--- src/rtl/timer_pkg.sv ---
// timer_pkg: shared widths and status-bit positions for the timer block.
package timer_pkg;
  localparam int TIMER_CNT_W = 8;
  localparam int TSR_OVF_BIT = 0;
  localparam int TSR_UDF_BIT = 1;
  localparam int TSR_CMP_BIT = 2;
  localparam int TSR_W = 3;
endpackage

--- src/rtl/timer_flag_w1c.sv ---
// timer_flag_w1c: one sticky status flag, write-1-to-clear, set beats clear.
module timer_flag_w1c (
  input  logic pclk,
  input  logic preset_n,
  input  logic set,
  input  logic clr,
  output logic flag
);
  always_ff @(posedge pclk or negedge preset_n)
    if (!preset_n) flag <= 1'b0;
    else flag <= set | (flag & ~clr);
endmodule

--- src/rtl/timer_status.sv ---
// timer_status: wrap detection, sticky W1C status flags and irq gating.
// Optional compare-match flag enabled by defining TIMER_CMP_MATCH_EN.
module timer_status
  import timer_pkg::*;
#(
  parameter int CNT_W = TIMER_CNT_W
) (
  input  logic             pclk,
  input  logic             preset_n,
  input  logic             en,
  input  logic             load,
  input  logic             count_enable,
  input  logic             updown,
  input  logic [CNT_W-1:0] cnt,
  input  logic [CNT_W-1:0] last_cnt,
  input  logic [CNT_W-1:0] tcmp,
  input  logic [TSR_W-1:0] tier,
  input  logic             tsr_wr,
  input  logic [TSR_W-1:0] tsr_wdata,
  output logic [TSR_W-1:0] tsr,
  output logic             irq_ovf,
  output logic             irq_udf,
  output logic             irq_cmp,
  output logic             irq
);
  logic step_d, dir_d;
  logic [TSR_W-1:0] det, clr;
  // Latched with the counter update so detection sees the step that produced cnt.
  always_ff @(posedge pclk or negedge preset_n)
    if (!preset_n) begin
      step_d <= 1'b0;
      dir_d  <= 1'b0;
    end else begin
      step_d <= en & count_enable & ~load;
      dir_d  <= updown;
    end
  assign det[TSR_OVF_BIT] = step_d & ~dir_d & (&last_cnt) & ~(|cnt);
  assign det[TSR_UDF_BIT] = step_d & dir_d & ~(|last_cnt) & (&cnt);
  assign clr = {TSR_W{tsr_wr}} & tsr_wdata;
  for (genvar i = 0; i < 2; i++) begin : g_flag
    timer_flag_w1c u_flag (.pclk(pclk), .preset_n(preset_n), .set(det[i]), .clr(clr[i]), .flag(tsr[i]));
  end
`ifdef TIMER_CMP_MATCH_EN
  assign det[TSR_CMP_BIT] = step_d & (cnt == tcmp);
  timer_flag_w1c u_cmp (.pclk(pclk), .preset_n(preset_n), .set(det[TSR_CMP_BIT]), .clr(clr[TSR_CMP_BIT]), .flag(tsr[TSR_CMP_BIT]));
`else
  logic unused_ok;
  assign det[TSR_CMP_BIT] = 1'b0;
  assign tsr[TSR_CMP_BIT] = 1'b0;
  assign unused_ok = ^{tcmp, clr[TSR_CMP_BIT], det[TSR_CMP_BIT]};
`endif
  assign irq_ovf = tsr[TSR_OVF_BIT] & tier[TSR_OVF_BIT];
  assign irq_udf = tsr[TSR_UDF_BIT] & tier[TSR_UDF_BIT];
  assign irq_cmp = tsr[TSR_CMP_BIT] & tier[TSR_CMP_BIT];
  assign irq = irq_ovf | irq_udf | irq_cmp;
endmodule
--- config.mk ---
export PLATFORM = sky130hd
export DESIGN_NAME = timer_status
export DESIGN_NICKNAME = d
export VERILOG_FILES = /design/src/rtl/timer_pkg.sv /design/src/rtl/timer_flag_w1c.sv /design/src/rtl/timer_status.sv
export SDC_FILE = /design/constraint.sdc
export NUM_CORES = 1
export LEC_CHECK = 0
export BUFFER_PORTS_ARGS = -buffer_cell sky130_fd_sc_hd__buf_4
export CAP_MARGIN = 10
export CELL_PAD_IN_SITES_DETAIL_PLACEMENT = 1
export CELL_PAD_IN_SITES_GLOBAL_PLACEMENT = 1
export CORE_ASPECT_RATIO = 0.8
export CORE_MARGIN = 2
export CORE_UTILIZATION = 17
export DETAILED_ROUTE_END_ITERATION = 7
export GPL_ROUTABILITY_DRIVEN = 0
export PLACE_DENSITY = 0.87
export SLEW_MARGIN = 20
export SYNTH_ARGS = -nofsm -noshare
export SYNTH_HDL_FRONTEND = slang
export SYNTH_SLANG_ARGS = --single-unit
--- constraint.sdc ---
create_clock -name pclk -period 1.9 [get_ports pclk]
set_input_delay 0.19 -clock pclk [delete_from_list [all_inputs] [get_ports pclk]]
set_output_delay 0.19 -clock pclk [all_outputs]
set_load 0.01 [all_outputs]
==> run_results.csv <==
group,metric,value,unit
min_path,min-delay-start,"updown",
min_path,hold_path_depth,1,
clock_network,cts_resized,0,
synth,synth_top_cell_by_area,"dfrtp_1",
place,place.port_buffers,31,
clock_network,cts_setup_buffers,0,
finish,layout.nets,102,
worst_setup_path,critical_path.startpoint,"g_flag[1].u_flag.flag",
sta,rsz0062_at_grt,"no",
grt,grt_pass1_wl,1.39,mm
worst_setup_path,start_kind,"register",
drt,drc,0,
drt,wirelength,928,um
synth,ys_seq_area_share,34.9,%
synth,synth_cell_types,18,
worst_setup_path,cp_slowest_cell,"dfrtp_1",
drt,routedWlPerCell,10.9,um
sta,max_freq,724,MHz
grt,met3_usage,4.38,%
synth,avgSynthCellArea,9.24,um2
grt,grt_use_met1,9.37,%
clock_network,cts.sinks,4,
place,dpl_cell_area,520,um2
clock_network,htree_levels,1,
finish,antenna_cells,0,
clock_network,clk_latency,230,ps
die,die_h,40.7,um
drt,drtIter0Drc,3,
sta,setup_viol,0,
clock_network,ctsLongestPathBuffers,2,
clock_network,cts_buffers,3,
worst_setup_path,crit_path_max_incr_delay,380,ps
place,place_inst,81,
min_path,hp-class,"primary input to register",
drt,ant_nets,0,
die,die_w,49.9,um
power_and_ir_drop,leakagePower,0.000267,uW
finish,final_cell_area,553,um2
power_and_ir_drop,peakVddDrop,0.272,mV
synth,ys_warn_count,0,
finish,nFillCells,203,
grt,grt_pass1_vias,348,
worst_setup_path,required,1710,ps
die,initial_core_util,17.8,%
sta,drv_slew,0,
drt,via_count,355,
finish,regArea,100,um2
drt,via_per_inst,4.18,
sta,tns,0,ps
synth,netlist_top_cells_area,"dfrtp_1, buf_4, nand4_1, nand2_1, nor4b_2",
grt,gr-total-overflow,0,
sta,hold_viol,0,
die,core_region_area,1610,um2
sta,period_share,72.7,%
worst_setup_path,path_max_fanout,3,
synth,synthArstFlopShare,100,%
synth,synth-edff-count,0,
worst_setup_path,r2r-end,"g_flag[0].u_flag.flag",
synth,ys_seq_elements,4,
finish,multi_input_area,160,um2
clock_network,cts_tree,"built",
synth,synth_top_area_share,34.9,%
grt,top_usage_layer,"met2",
clock_network,root_buffer,"clkbuf_4",
clock_network,cts_hold_buf,1,
grt,antenna_found_initial,0,
worst_setup_path,worstSetupPathType,"register to output port",
worst_setup_path,rr_worst_depth,2,
synth,postSynthCellCount,31,
sta,finClkSkew,1.13,ps
worst_setup_path,worst_ep_arrival_time,1190,ps
clock_network,clkTransAtPathRegs,40,ps
die,rows,13,
worst_setup_path,r2r_slack,1050,ps
power_and_ir_drop,p_per_area,449,nW/um2
sta,min_period,1380,ps
synth,syn-cell-area,287,um2
finish,area_delta_synth_final,93.0,%
grt,grt_use_met2,19.7,%
outcome,outcome,"finished, final reports clean",
synth,synthFlopType,"dfrtp_1",
grt,grt_max_degree,5,
finish,layout-drive-gt1-share,60.3,%
worst_setup_path,path_cells,"and2_1 > or2_2 > buf_4",
worst_setup_path,cp-end-kind,"output port",
job,cap_violations,0,
synth,synth_common_cells,"buf_4, dfrtp_1, nand2_1",
min_path,holdPathEnd,"dir_d",
worst_setup_path,reg2reg_from,"step_d",
die,ios,44,
finish,layout.cells.non_filler,85,
die,die_area,2030,um2
drt,drtPass1Iterations,2,
grt,grt_usage,9.89,%
metrics by stage:
step                setup WS (ps)  hold slack, ps  power [uW]  util (%)
detailed placement            746           -11.7         147      32.3
floorplan                     852            -106         101         -
global placement              763           -14.0         145      32.3
global route                  464            59.7         264      34.3
CTS                           496            61.5         254      34.3
finish                        518            68.8         248      34.3
sequential cells by signal (all words and copies together), names as in the netlist:
| signal | count |
|---|---|
| step_d | 1 |
| dir_d | 1 |
| g_flag.u_flag.flag | 2 |
logic make-up (layout without fill, tap and decap cells):
family                 Yosys count  after routing  synth area share (%)
buffers and inverters            4             35                  10.5
other                            1              2                  1.31
flip-flops                       4              4                  34.9
AND/OR/NAND/NOR                 20             20                  45.4
AO/OA/AOI/OAI                    2              2                  7.86
layout make-up:
type | count | area share, %
Tap cell | 22 | 4.98
Clock buffer | 3 | 4.07
Multi-Input combinational cell | 24 | 29.0
Sequential cell | 4 | 18.1
Timing Repair Buffer | 32 | 43.9
critical path, delay by kind of cell, from the launching register on:
kind | cells | cell delay (ps)
buf+inv | 1 | 140
flops | 1 | 380
simple gates | 2 | 440
cell usage in the layout, fill, tap and decap left out, drive strengths merged, types with 2 or more instances in the layout:
cell     n
nor4     3
dfrtp    4
nand2    4
and2     2
clkbuf   3
buf     31
nand4    3
conb     2
layer usage:
layer / share of wire, % / routed length, um / up-vias
li1: - / - / 175
met1: 36 / 334 / 161
met2: 58 / 535 / 19
met3: 6.3 / 58 / 0
met4: 0 / 0 / 0
met5: 0 / 0 / -
report_power, final:
part           internal (uW)  total [uW]  switching (uW)
sequential              87.6        88.6           0.980
combinational           39.9        59.3            19.3
clock                   70.3         100            29.9
worst max-delay path by stage:
stage	to	slack [ps]
6_report	irq	520
5_1_grt	irq	460
4_1_cts	irq	500
3_5_place_dp	irq	750
3_3_place_gp	irq	760
2_1_floorplan	irq	850
Power figures use the tool's default switching activity.
